`src/rtl/lcd_bus_scheduler.sv`:
```
// Timed HD44780 write sequencer: runs power-on init and then shares the LCD bus
// between two requesters with round-robin arbitration.
module lcd_bus_scheduler #(
  parameter int SETUP_CYC     = 2,
  parameter int PULSE_CYC     = 10,
  parameter int HOLD_CYC      = 2,
  parameter int EXEC_CYC      = 1000,
  parameter int LONG_EXEC_CYC = 40000,
  parameter int POWERON_CYC   = 300000,
  parameter int CNT_W         = 20
) (
  input  logic       clk,
  input  logic       rst_n,
  input  logic       req0_valid_i,
  input  logic       req0_rs_i,
  input  logic [7:0] req0_data_i,
  output logic       req0_ready_o,
  input  logic       req1_valid_i,
  input  logic       req1_rs_i,
  input  logic [7:0] req1_data_i,
  output logic       req1_ready_o,
  output logic       init_done_o,
  output logic       busy_o,
  output logic [7:0] lcd_data_o,
  output logic       lcd_rs_o,
  output logic       lcd_rw_o,
  output logic       lcd_en_o,
  output logic [2:0] state_o
);

  typedef enum logic [2:0] {
    S_POWERON   = 3'd0,
    S_INIT_LOAD = 3'd1,
    S_SETUP     = 3'd2,
    S_PULSE     = 3'd3,
    S_HOLD      = 3'd4,
    S_EXEC      = 3'd5,
    S_IDLE      = 3'd6
  } state_e;

  // INIT_LOAD occupies the final power-on cycle so the first load edge lands
  // exactly POWERON_CYC edges after reset release (requires POWERON_CYC >= 2).
  localparam logic [CNT_W-1:0] LIM_POWERON = CNT_W'(POWERON_CYC - 2);
  localparam logic [CNT_W-1:0] LIM_SETUP   = CNT_W'(SETUP_CYC - 1);
  localparam logic [CNT_W-1:0] LIM_PULSE   = CNT_W'(PULSE_CYC - 1);
  localparam logic [CNT_W-1:0] LIM_HOLD    = CNT_W'(HOLD_CYC - 1);
  localparam logic [CNT_W-1:0] LIM_EXEC    = CNT_W'(EXEC_CYC - 1);
  localparam logic [CNT_W-1:0] LIM_LONG    = CNT_W'(LONG_EXEC_CYC - 1);

  state_e           state_q, state_d;
  logic [CNT_W-1:0] cnt_q, cnt_d;
  logic [2:0]       init_idx_q, init_idx_d;
  logic             last_grant_q, last_grant_d;
  logic [7:0]       lcd_data_q, lcd_data_d;
  logic             lcd_rs_q, lcd_rs_d;
  logic             init_done_q, init_done_d;

  logic [CNT_W-1:0] cnt_lim;
  logic             cnt_last;
  logic             long_exec;
  logic             gnt0, gnt1;
  logic [7:0]       rom_byte;

  always_ff @(posedge clk or negedge rst_n) begin
    if (!rst_n) begin
      state_q      <= S_POWERON;
      cnt_q        <= '0;
      init_idx_q   <= '0;
      last_grant_q <= 1'b1;
      lcd_data_q   <= 8'h00;
      lcd_rs_q     <= 1'b0;
      init_done_q  <= 1'b0;
    end else begin
      state_q      <= state_d;
      cnt_q        <= cnt_d;
      init_idx_q   <= init_idx_d;
      last_grant_q <= last_grant_d;
      lcd_data_q   <= lcd_data_d;
      lcd_rs_q     <= lcd_rs_d;
      init_done_q  <= init_done_d;
    end
  end

  // Clear and return-home (0x01..0x03 as commands) need the long execution wait.
  assign long_exec = !lcd_rs_q && (lcd_data_q inside {8'h01, 8'h02, 8'h03});

  always_comb begin
    rom_byte = 8'h06;
    case (init_idx_q[1:0])
      2'd0:    rom_byte = 8'h38;
      2'd1:    rom_byte = 8'h0C;
      2'd2:    rom_byte = 8'h01;
      default: rom_byte = 8'h06;
    endcase
  end

  always_comb begin
    cnt_lim = '0;
    case (state_q)
      S_POWERON: cnt_lim = LIM_POWERON;
      S_SETUP:   cnt_lim = LIM_SETUP;
      S_PULSE:   cnt_lim = LIM_PULSE;
      S_HOLD:    cnt_lim = LIM_HOLD;
      S_EXEC:    cnt_lim = long_exec ? LIM_LONG : LIM_EXEC;
      default:   cnt_lim = '0;
    endcase
  end

  assign cnt_last = (cnt_q == cnt_lim);

  // On a tie the port that was not served last wins.
  assign gnt0 = req0_valid_i && (!req1_valid_i || last_grant_q);
  assign gnt1 = req1_valid_i && (!req0_valid_i || !last_grant_q);

  always_comb begin
    state_d      = state_q;
    cnt_d        = '0;
    init_idx_d   = init_idx_q;
    last_grant_d = last_grant_q;
    lcd_data_d   = lcd_data_q;
    lcd_rs_d     = lcd_rs_q;
    init_done_d  = init_done_q;
    case (state_q)
      S_POWERON: begin
        if (cnt_last) state_d = S_INIT_LOAD;
        else          cnt_d   = cnt_q + 1'b1;
      end
      S_INIT_LOAD: begin
        lcd_data_d = rom_byte;
        lcd_rs_d   = 1'b0;
        init_idx_d = init_idx_q + 3'd1;
        state_d    = S_SETUP;
      end
      S_SETUP: begin
        if (cnt_last) state_d = S_PULSE;
        else          cnt_d   = cnt_q + 1'b1;
      end
      S_PULSE: begin
        if (cnt_last) state_d = S_HOLD;
        else          cnt_d   = cnt_q + 1'b1;
      end
      S_HOLD: begin
        if (cnt_last) state_d = S_EXEC;
        else          cnt_d   = cnt_q + 1'b1;
      end
      S_EXEC: begin
        if (!cnt_last) begin
          cnt_d = cnt_q + 1'b1;
        end else if (init_done_q) begin
          state_d = S_IDLE;
        end else if (init_idx_q == 3'd4) begin
          init_done_d = 1'b1;
          state_d     = S_IDLE;
        end else begin
          state_d = S_INIT_LOAD;
        end
      end
      S_IDLE: begin
        if (gnt0) begin
          lcd_data_d   = req0_data_i;
          lcd_rs_d     = req0_rs_i;
          last_grant_d = 1'b0;
          state_d      = S_SETUP;
        end else if (gnt1) begin
          lcd_data_d   = req1_data_i;
          lcd_rs_d     = req1_rs_i;
          last_grant_d = 1'b1;
          state_d      = S_SETUP;
        end
      end
      default: state_d = S_POWERON;
    endcase
  end

  // Handshake: a byte moves on a clock edge where valid && ready; ready is only
  // offered in IDLE, to at most one port, and valid must be held until then.
  assign req0_ready_o = (state_q == S_IDLE) && gnt0;
  assign req1_ready_o = (state_q == S_IDLE) && gnt1;

  assign init_done_o = init_done_q;
  assign busy_o      = (state_q != S_IDLE);
  assign lcd_data_o  = lcd_data_q;
  assign lcd_rs_o    = lcd_rs_q;
  assign lcd_rw_o    = 1'b0;
  assign lcd_en_o    = (state_q == S_PULSE);
  assign state_o     = state_q;

endmodule

```
`config.mk`:
```
export PLATFORM = sky130hd
export DESIGN_NAME = lcd_bus_scheduler
export DESIGN_NICKNAME = d
export VERILOG_FILES = /design/src/rtl/lcd_bus_scheduler.sv
export SDC_FILE = /design/constraint.sdc
export NUM_CORES = 1
export LEC_CHECK = 0
export CAP_MARGIN = 20
export CORE_AREA = 3 3 75 77
export DETAILED_ROUTE_END_ITERATION = 10
export DIE_AREA = 0 0 78 80
export MAX_ROUTING_LAYER = met4
export PLACE_DENSITY = 0.71
export SETUP_SLACK_MARGIN = 0.5
export SYNTH_ARGS = -nofsm -noshare
export SYNTH_HDL_FRONTEND = slang
export SYNTH_SLANG_ARGS = --single-unit
```
`constraint.sdc`:
```
create_clock -name clk -period 3.47 [get_ports clk]
set_input_delay 0.694 -clock clk [delete_from_list [all_inputs] [get_ports clk]]
set_output_delay 0.694 -clock clk [all_outputs]
set_load 0.1 [all_outputs]
```
# Word level (Yosys, flattened, before mapping)
# Cells that the tools add are included.
# classes
muxes,25
addsub,2
n_reduce_logical,22
n_eq_ne,20
# op_table
operator,n
$pmux 19 s4,1
$mux 20,2
$mux 3,9
$pmux 3 s7,1
$add 20x1->20 const B,1
$eq 20x20->1,1
$pmux 6 s3,1
$eq 8x2->1 const B,2
$mux 16,1
$mux 8,2
$pmux 8 s2,1
$eq 3x3->1 const B,4
$eq 8x1->1 const B,1
$ne 2x2->1 const B,4
$eq 3x2->1 const B,2
$mux 1,6
$ne 3x3->1 const B,2
$reduce_and 2->1,3
$reduce_and 6->1,1
$logic_and 1x1->1,5
$reduce_or 5->1,1
$logic_not 1->1,4
$reduce_bool 2->1,2
$add 3x1->3 const B,1
other kinds (10),11
# totals
wordCells,76
in_bits,22
ff_bits,37
out_inout_bits,18

# Longest topological paths before layout
# depth
ltp_word,8
ltp_mapped,9
depth_no_buf,7

# Least setup slack after synthesis
# Ideal clock, no wire load.
# synth_timing
path_type,reg2out
from,"register state_q[1], in the netlist state_o[1]"
to,output port req1_ready_o
path_stages_with_launch,5
slack_ps,-2317
required_time_ps,2776
n_path_buf,0
t_arrival_ps,5093
path_cell_list,dfrtp_1 -> inv_1 -> nor3_2 -> clkinv_1 -> a211oi_1
# synth_between
elab_chain_cells,2
# synth_rtl
item,line,text
start: declaration,50,"state_e state_q, state_d;"
start signal: assignment,74,state_q <= state_d;
$eq 3x3->1,178,assign req1_ready_o = (state_q == S_IDLE) && gnt1;
$logic_and 1x1->1,178,
end: declaration,21,"output logic req1_ready_o,"
# No other way between the ends.

# Worst setup path in the final report
# layout_timing
from,"register state_q[2], in the netlist state_o[2]"
to,output port req1_ready_o
# The elaborated chain is that of the path after synthesis.

==> impl_metrics.env <==
export IMPL_status="finished, final reports clean"
export IMPL_slew_headroom=0.343
export IMPL_hold_viol_final=0
export IMPL_place_area_mm2=0.00280
export IMPL_cpPeakStageDelay_ps=550
export IMPL_netlist_instances=260
export IMPL_drive_gt1_frac=0.133
export IMPL_power_frac_clock=0.129
export IMPL_p_comb_frac=0.563
export IMPL_maxCapViolCount=0
export IMPL_irDropWorstVdd_v=0.000458
export IMPL_cts_tree="built"
export IMPL_clk_path_buf_depth=2
export IMPL_hpwl_mm=3.88
export IMPL_power_switching_mw=1.22
export IMPL_cts_buffers=5
export IMPL_grt_usage=0.187
export IMPL_whs_path_depth=1
export IMPL_cp_slowest_cell="dfrtp_4"
export IMPL_gr_total_overflow=0
export IMPL_ys_flop_type="dfrtp_1"
export IMPL_wire_per_inst_um=14.4
export IMPL_fin_nets=321
export IMPL_grt_pass1_wl_mm=8.99
export IMPL_die_h_um=80
export IMPL_hold_buffers=0
export IMPL_vias=1991
export IMPL_power_per_cell_area_mw_per_mm2=814
export IMPL_finish_instance_area_mm2=0.00288
export IMPL_setup_slack_ps=667
export IMPL_grt_max_degree=38
export IMPL_antenna_found_initial=0
export IMPL_synthesis_nets=288
export IMPL_first_pass_iters=4
export IMPL_path_clk_slew_ps=70
export IMPL_slew_viol_final=0
export IMPL_core_region_area_mm2=0.00507
export IMPL_drt_iter0_drc=151
export IMPL_clkLatencyLatePin_ps=290
export IMPL_synth_top_family_by_area="simple AND/OR/NAND/NOR gates"
export IMPL_port_buffer_count=38
export IMPL_yosys_warnings=0
export IMPL_pin_count=40
export IMPL_clockRootBuffer="clkbuf_8"
export IMPL_synthSimpleGateAreaFrac=0.243
export IMPL_synth_compound_area_frac=0.149
export IMPL_start_util=0.464
export IMPL_htree_levels=2
export IMPL_p_seq_frac=0.308
export IMPL_layout_common_cells="dfrtp_1 (33), clkdlybuf4s50_1 (26), nor3_1 (23)"
export IMPL_die_w_um=78
export IMPL_switching_share=0.521
export IMPL_dp_slack_ps=866
export IMPL_total_power_mw=2.35
export IMPL_r2r_cells=6
export IMPL_grt_setup_unrepaired="false"
export IMPL_crit_fanout=20
export IMPL_hp_class="reg -> reg"
export IMPL_seq_area_frac_synth=0.394
export IMPL_area_delta_synth_final_pct=22.4
export IMPL_synth_edf_count=0
export IMPL_setup_tns_ps=0
export IMPL_synth_mux_area_fraction=0.0446
export IMPL_fin_skew_ps=6.12
export IMPL_fmax_mhz=357
export IMPL_critPathArrivalTime_ps=2110
export IMPL_rows=26
export IMPL_async_reset_ff_frac=1.00
export IMPL_post_synth_cell_area_avg_um2=9.06
export IMPL_crit_required_ps=2780
export IMPL_synth_xor_area_share=0.0855
export IMPL_syn_area_mm2=0.00235
export IMPL_crit_family="buffers and inverters"
export IMPL_period_minus_slack_ps=2800
export IMPL_viasPerCell=5.48
export IMPL_synth_seq_cells=37
export IMPL_worst_pin_slew_ps=982
export IMPL_cp_num_cells=5
export IMPL_antenna_left=0
export IMPL_grt_pass1_vias=1966
export IMPL_final_common_cell="dfrtp_1"
export IMPL_synth_top_area_frac=0.383
export IMPL_min_period_over_period=0.808
export IMPL_cp_start_kind="flop"
export IMPL_fill_cells=487
export IMPL_setup_viol=0
export IMPL_critPathBufInv=3
export IMPL_num_antenna_cells=0
export IMPL_worstSetupPathType="reg -> out"
export IMPL_cp_end_kind="output pin"
export IMPL_path_cells="inv_1 -> nor3_4 -> clkinv_4 -> a211oi_4 -> buf_4"
export IMPL_die_area_mm2=0.00624
export IMPL_cts_num_sinks=37
export IMPL_cts_setup_buffers=0
export IMPL_synth_adder_area_share=0.0319
export IMPL_wl_mm=5.23
export IMPL_post_synth_top_area_cell="dfrtp_1"
export IMPL_p_int_mw=1.12
export IMPL_drc=0
export IMPL_synthDistinctLibCells=55
export IMPL_leakage_nw=1.26
export IMPL_synthTopCellsByArea="dfrtp_1 (38%), nor3_1 (4.9%), xor2_1 (4.5%)"
export IMPL_post_cts_resized=0
export IMPL_place_congestion=0.873
[area by class of cell]
type / instances / area, um^2 / area share
tap: 70 / 87.6 / 0.0304
sequential: 37 / 938 / 0.326
inverter: 12 / 50.0 / 0.0174
multi-input combinational: 195 / 1330 / 0.461
timing repair buffer: 42 / 390 / 0.135
clock buffer: 7 / 86.3 / 0.0299
[per-layer routing]
| metal | global-route usage | part of all wire | vias to the layer above |
|---|---|---|---|
| li1 | - | - | 987 |
| met1 | 0.231 | 0.45 | 942 |
| met2 | 0.302 | 0.48 | 56 |
| met3 | 0.0474 | 0.058 | 6 |
| met4 | 0.0612 | 0.011 | 0 |
| met5 | - | 0 | - |
[cell usage after synthesis, types with 2 or more instances]
master / count
inv_1: 11
a211oi_1: 6
a21o_1: 5
clkbuf_1: 8
o21ai_0: 10
nor3_1: 23
o21a_1: 2
ha_1: 6
nand2_1: 21
and3_1: 5
nand4_1: 3
buf_1: 3
nor3b_1: 2
buf_4: 3
o211ai_1: 4
nand3_1: 9
a31oi_1: 3
nor2b_1: 3
xnor2_1: 11
a21oi_1: 7
nor2_1: 19
dfrtp_1: 36
mux2i_1: 9
o31ai_1: 5
nor4_1: 4
xor2_1: 12
buf_2: 2
[final timing paths]
kind | slack [ps] | start | to
worst max-delay path | 670 | state_o[2] | req1_ready_o
worst min-delay path | 500 | init_idx_q[2] | init_idx_q[2]
worst min register to register | 500 | init_idx_q[2] | init_idx_q[2]
min in group asynchronous | 510 | rst_n | cnt_q[0]
worst max register to register | 820 | lcd_data_o[3] | state_o[0]
max in group asynchronous | 2370 | rst_n | state_o[0]
[power groups by stage]
stage               sequential [mW]  combinational, mW  clock [mW]
finish                        0.723               1.32       0.303
global route                  0.749               1.43       0.327
CTS                           0.722               1.33       0.313
detailed placement            0.728               1.33           0
global placement              0.725               1.31           0
floorplan                     0.918              0.888           0
[cell families (layout without fill, tap and decap cells)]
group / Yosys count / in the layout
xor+xnor: 23 / 23
fa+ha+maj: 6 / 6
compound gates: 50 / 50
simple gates: 105 / 105
buf+inv: 28 / 61
flops: 37 / 37
other cells: 1 / 1
mux: 10 / 10
[registers in the layout, indices dropped and copies added (netlist names)]
| signal | cells |
|---|---|
| cnt_q | 20 |
| lcd_data_o | 8 |
| init_idx_q | 3 |
| state_o | 3 |
| init_done_o | 1 |
| last_grant_q | 1 |
| lcd_rs_o | 1 |
[stage by stage]
stage	std cells	hold WS (ps)	utilization
2_1_floorplan	260	398	-
3_3_place_gp	356	482	0.551
3_5_place_dp	356	489	0.551
4_1_cts	363	502	0.568
5_1_grt	363	541	0.568
6_report	363	502	0.568
Note: power is estimated with default switching activity, not from simulation.
==> RTL change 1, RTL diff (same flow settings) <==
Change the parameter `CNT_W` from 20 to 18.
--- a/src/rtl/lcd_bus_scheduler.sv
+++ b/src/rtl/lcd_bus_scheduler.sv
@@ -7,7 +7,7 @@
   parameter int EXEC_CYC      = 1000,
   parameter int LONG_EXEC_CYC = 40000,
   parameter int POWERON_CYC   = 300000,
-  parameter int CNT_W         = 20
+  parameter int CNT_W         = 18
 ) (
   input  logic       clk,
   input  logic       rst_n,
Behaviour: no difference found for any inputs over 10 cycles, from zero or initial values and one cycle with rst_n low; that may be too few to reach the edited logic, so the function may still have changed.
==> RTL change 1 against the original RTL <==
Sequential cell count down 2. Synthesized area decreased by 8.8%. Design area is 5.9% lower. Global-route usage fell by 2.0 points. Critical endpoint unchanged. Setup slack better by 15 ps. First-iteration DRC count decreased by 38%. Routed wire length is 11% lower. Utilization is 3.4 points lower. Sequential share of layout area fell by 0.13 points. Cell count fell by 6.3%. Die area did not move. Register-to-register slack improved by 180 ps.
Power is not compared: it rests on default switching activity, and its combinational part moved more than twofold at a synthesized area within 25%.
==> RTL change 1: results (changes against the original RTL) <==
setup_path:
  regToRegEndpoint: "cnt_q[11]$_DFF_PN0_"
  critPathArrivalTime_ps: 2090  # -20 ps
  critPathSlowestCell: "dfrtp_2"
  r2r-start: "state_o[0]$_DFFE_PN0P_"
grt:
  grt_max_degree: 36  # -5.3%
  grt_first_pass_wirelength_um: 7980  # -11%
  grt_use_total_pct: 16.7  # -2.0 points
  use_met1_pct: 20.8  # -2.3 points
  grt_pass1_vias: 1735  # -12%
  met2_usage_pct: 25.5  # -4.7 points
place:
  dp_hpwl_um: 3480  # -10%
  dp_cells: 332  # -6.7%
logic_synthesis:
  synth_xor_area_share_pct: 7.75  # -0.80 points
  synthMuxAreaShare_pct: 5.19  # +0.72 points
  synth_fa_ha_area_share_pct: 3.50  # +0.31 points
  synthesis.nets: 258  # -10%
  synth_compound_area_share_pct: 13.0  # -1.9 points
  yosysSeqAreaShare_pct: 40.9  # +1.5 points
  synthTopCellsByArea: "dfrtp_1 40%, xor2_1 5.3%, nand2_1 4.7%"
  synth.distinct_cells: 49  # -11%
  avgSynthCellArea_um2: 9.34  # +3.1%
  synth_common_cells: "34 x dfrtp_1, 27 x nand2_1, 27 x nor2_1"
layout:
  instances_no_fill: 340  # -6.3%
  nets: 297  # -7.5%
  drive_gt1_share_pct: 15.6  # +2.2 points
route:
  wl_um: 4660  # -11%
  route.vias.total: 1753  # -12%
  drt_iter0_drc: 93  # -38%
timing:
  finClkSkew_ps: 5.88  # -0.237 ps
outcome:
  status: "finished clean"
-- RTL change 1: area by class of cell --
cell class,instances,area (um^2)
multi-input cells,179,1200
well taps,70,87.6
clock inverters,2,35.0
repair buffers,42,403
clock buffers,6,82.6
flip-flops and latches,35,880
fillers,479,2360
inverters,6,27.5
-- RTL change 1: metrics by stage --
step	area (um^2)	setup WS, ps	hold WS (ps)	util, %	power, mW
6_report	2710	682	501	53.5	0.846
5_1_grt	2710	517	530	53.5	0.882
4_1_cts	2710	655	506	53.5	0.855
3_5_place_dp	2590	957	491	51.1	0.470
3_3_place_gp	2590	984	484	51.1	0.470
2_1_floorplan	2180	168	398	-	0.435
-- RTL change 1: layer usage --
metal  part of all wire, %  vias to the layer above
met3                   5.5                        7
li1                      -                      876
met5                     0                        -
met4                   1.5                        0
met2                    47                       45
met1                    47                      825
-- RTL change 1: critical path: cells and delay by family, from the launching register on --
family | cells | cell delay, ps
AO/OA/AOI/OAI | 1 | 200
buffers and inverters | 2 | 510
flip-flops | 1 | 560
AND/OR/NAND/NOR | 2 | 530
-- RTL change 1: power by group --
group	switching, mW	internal [mW]	leakage (nW)
clock	0.152	0.232	0.0612
sequential	0.000788	0.409	0.445
combinational	0.0231	0.0285	0.789
-- RTL change 1: cells by family (layout without fill, tap and decap cells) --
| kind of cell | after synthesis | after routing |
|---|---|---|
| other | 1 | 1 |
| AOI/OAI and AO/OA | 38 | 38 |
| adders and majority gates | 6 | 6 |
| xor gates and xnor gates | 19 | 19 |
| buffers and inverters | 16 | 56 |
| DFF | 35 | 35 |
| and+or+nand+nor | 104 | 104 |
| muxes | 11 | 11 |
==> RTL change 2, RTL diff (config.mk and constraints unchanged) <==
Made on the original files. Take the reset off `lcd_data_q` and load it in a clocked block of its own.
--- a/src/rtl/lcd_bus_scheduler.sv
+++ b/src/rtl/lcd_bus_scheduler.sv
@@ -67,7 +67,6 @@
       cnt_q        <= '0;
       init_idx_q   <= '0;
       last_grant_q <= 1'b1;
-      lcd_data_q   <= 8'h00;
       lcd_rs_q     <= 1'b0;
       init_done_q  <= 1'b0;
     end else begin
@@ -75,10 +74,13 @@
       cnt_q        <= cnt_d;
       init_idx_q   <= init_idx_d;
       last_grant_q <= last_grant_d;
-      lcd_data_q   <= lcd_data_d;
       lcd_rs_q     <= lcd_rs_d;
       init_done_q  <= init_done_d;
     end
+  end
+
+  always_ff @(posedge clk) begin
+    lcd_data_q <= lcd_data_d;
   end
 
   // Clear and return-home (0x01..0x03 as commands) need the long execution wait.
Formal check against the unedited RTL: same outputs for any inputs over 10 cycles, from zero or initial values and one cycle with rst_n low; that may be too few to reach the edited logic, so the function may still have changed.
==> RTL change 2 against the original RTL <==
Sequential cell count is the same. Via count shrank 9.5%. Routed wire length shrank 8.6%. Design area shrank 4.8%. Setup slack gained 190 ps. Highest routed layer unchanged. Synthesized area shrank 6.9%.
Power is not compared: it rests on default switching activity, and its combinational part moved more than twofold at a synthesized area within 25%.
==> RTL change 2: results (changes against the original RTL) <==
outcome:
  status: "finished clean"
setup_path:
  cp-startpoint: "req0_valid_i"
  r2r-start: "lcd_data_o[3]$_DFFE_PP_"
  critPathArrivalTime_ps: 1920  # -190 ps
  reg2reg_depth: 6  # unchanged
  regToRegEndpoint: "state_o[2]$_DFFE_PN0P_"
  crit_end: "req0_ready_o"
  cp_max_fo: 10  # -50%
  ff2ff_setup_slack_ps: 1170  # +350 ps
clock_network:
  clock_path_buffers: 2  # unchanged
  cts_made_buffers: 5  # unchanged
  root_buffer: "clkbuf_8"
  cts_setup_buffers: 0  # unchanged
  post_cts_resized: 0  # unchanged
  insertion_delay_ps: 280
  cts_tree: "done"
  cts.clk_slew.worst_paths_ps: 70  # about the same
  htree_levels: 2  # unchanged
route:
  drt_iter0_drc: 125  # -17%
  route.vias.total: 1801  # -9.5%
  firstDrtPassIters: 4  # unchanged
  post_drt_wl_per_cell_um: 13.9  # -3.3%
logic_synthesis:
  yosys_warnings: 0  # unchanged
  synth.distinct_cells: 51  # -7.3%
  yosys.area.top_type_share_pct: 32.0  # -6.3 points
  async_flop_share_pct: 78.4  # -22 points
  synth_common_cells: "36 x nor2_1, 28 x dfrtp_1, 23 x nand2_1"
  synth_edf_count: 8  # +8
  yosysSeqAreaShare_pct: 44.1  # +4.7 points
  synthesis.nets: 262  # -9.0%
  synthTopCellsByArea: "dfrtp_1 32%, edfxtp_1 11%, nor2_1 6.2%"
  ys.flop_type: "dfrtp_1"
place:
  io_buffers: 38  # unchanged
  gp_congestion: 0.880  # +0.81%
  dp_hpwl_um: 3640  # -6.2%
layout:
  drive_gt1_share_pct: 12.5  # -0.86 points
  top_register: "cnt_q"
  largest_reg_flops: 20  # unchanged
  num_antenna_cells: 0  # unchanged
  nFillCells: 484  # -0.62%
  nets: 300  # -6.5%
worst_hold_path:
  holdCritPathClass: "register to register"
  whs_endpoint: "init_idx_q[2]$_DFFE_PN0N_"
  holdPathStages: 1  # unchanged
  hp-start: "init_idx_q[2]$_DFFE_PN0N_"
grt:
  grt_max_degree: 21  # -45%
  grt_use_total_pct: 17.5  # -1.2 points
  grt_antenna_before_repair: 0  # unchanged
  grt_first_pass_wirelength_um: 8270  # -8.0%
power_and_ir_drop:
  vdd_ir_drop_max_uv: 137
  p_leak_nw: 1.20
timing:
  report.final.slew_viol_count: 0  # unchanged
  tightest_slew_ps: 973  # -8.73 ps
  fin_hold_ws_ps: 508  # +5.99 ps
  finClkSkew_ps: 6.29  # +0.169 ps
[RTL change 2: cell types whose count changed after synthesis, sizes merged, moves of 3 or more]
cell | unedited run | this run
o31ai | 5 | 2
o211ai | 5 | 1
nor2 | 19 | 37
o21bai | 0 | 3
inv | 11 | 7
dfrtp | 36 | 28
nor3 | 24 | 8
clkbuf | 8 | 2
edfxtp | 0 | 8
a21o | 5 | 1
nor4 | 6 | 3
[RTL change 2: logic make-up (layout without fill, tap and decap cells)]
logic type	after synthesis	count (layout)	synth area share, %
mux	10	10	4.62
other cells	1	1	0.171
compound gates	40	40	12.2
flops	37	37	44.1
xor+xnor	22	22	8.79
simple gates	100	100	22.5
fa+ha+maj	6	6	3.42
buf+inv	18	57	4.17
[RTL change 2: per-stage QoR]
step / area, um^2 / instances / setup slack [ps]
2_1_floorplan: 2260 / 234 / 502
3_3_place_gp: 2660 / 335 / 897
4_1_cts: 2750 / 343 / 838
5_1_grt: 2750 / 343 / 780
6_report: 2750 / 343 / 860
3_5_place_dp: 2660 / 335 / 839
[RTL change 2: metal layers]
layer,share of wire [%],vias to the layer above,global-route usage [%]
li1,-,894,-
met4,2.2,0,6.82
met3,6.2,8,6.09
met5,0,-,-
met2,48,49,27.2
met1,44,850,20.9
[RTL change 2: report_power, final]
part	internal (mW)	total [mW]	switching, mW
Clock	0.162	0.305	0.143
Combinational	0.0270	0.0478	0.0208
Sequential	0.442	0.442	0
[RTL change 2: final cells by class]
type                       count  area share, %
multi-input combinational    179           42.3
sequential                    37           35.6
tap                           70           3.19
timing repair buffer          41           14.0
inverter                       8           1.55
clock buffer                   8           3.28
[RTL change 2: worst max-delay path, stage by stage]
cell             delay, ps
clkdlybuf4s50_1        590
o21ai_1                100
buf_4                  200
nor2_2                 140
buf_12                 190
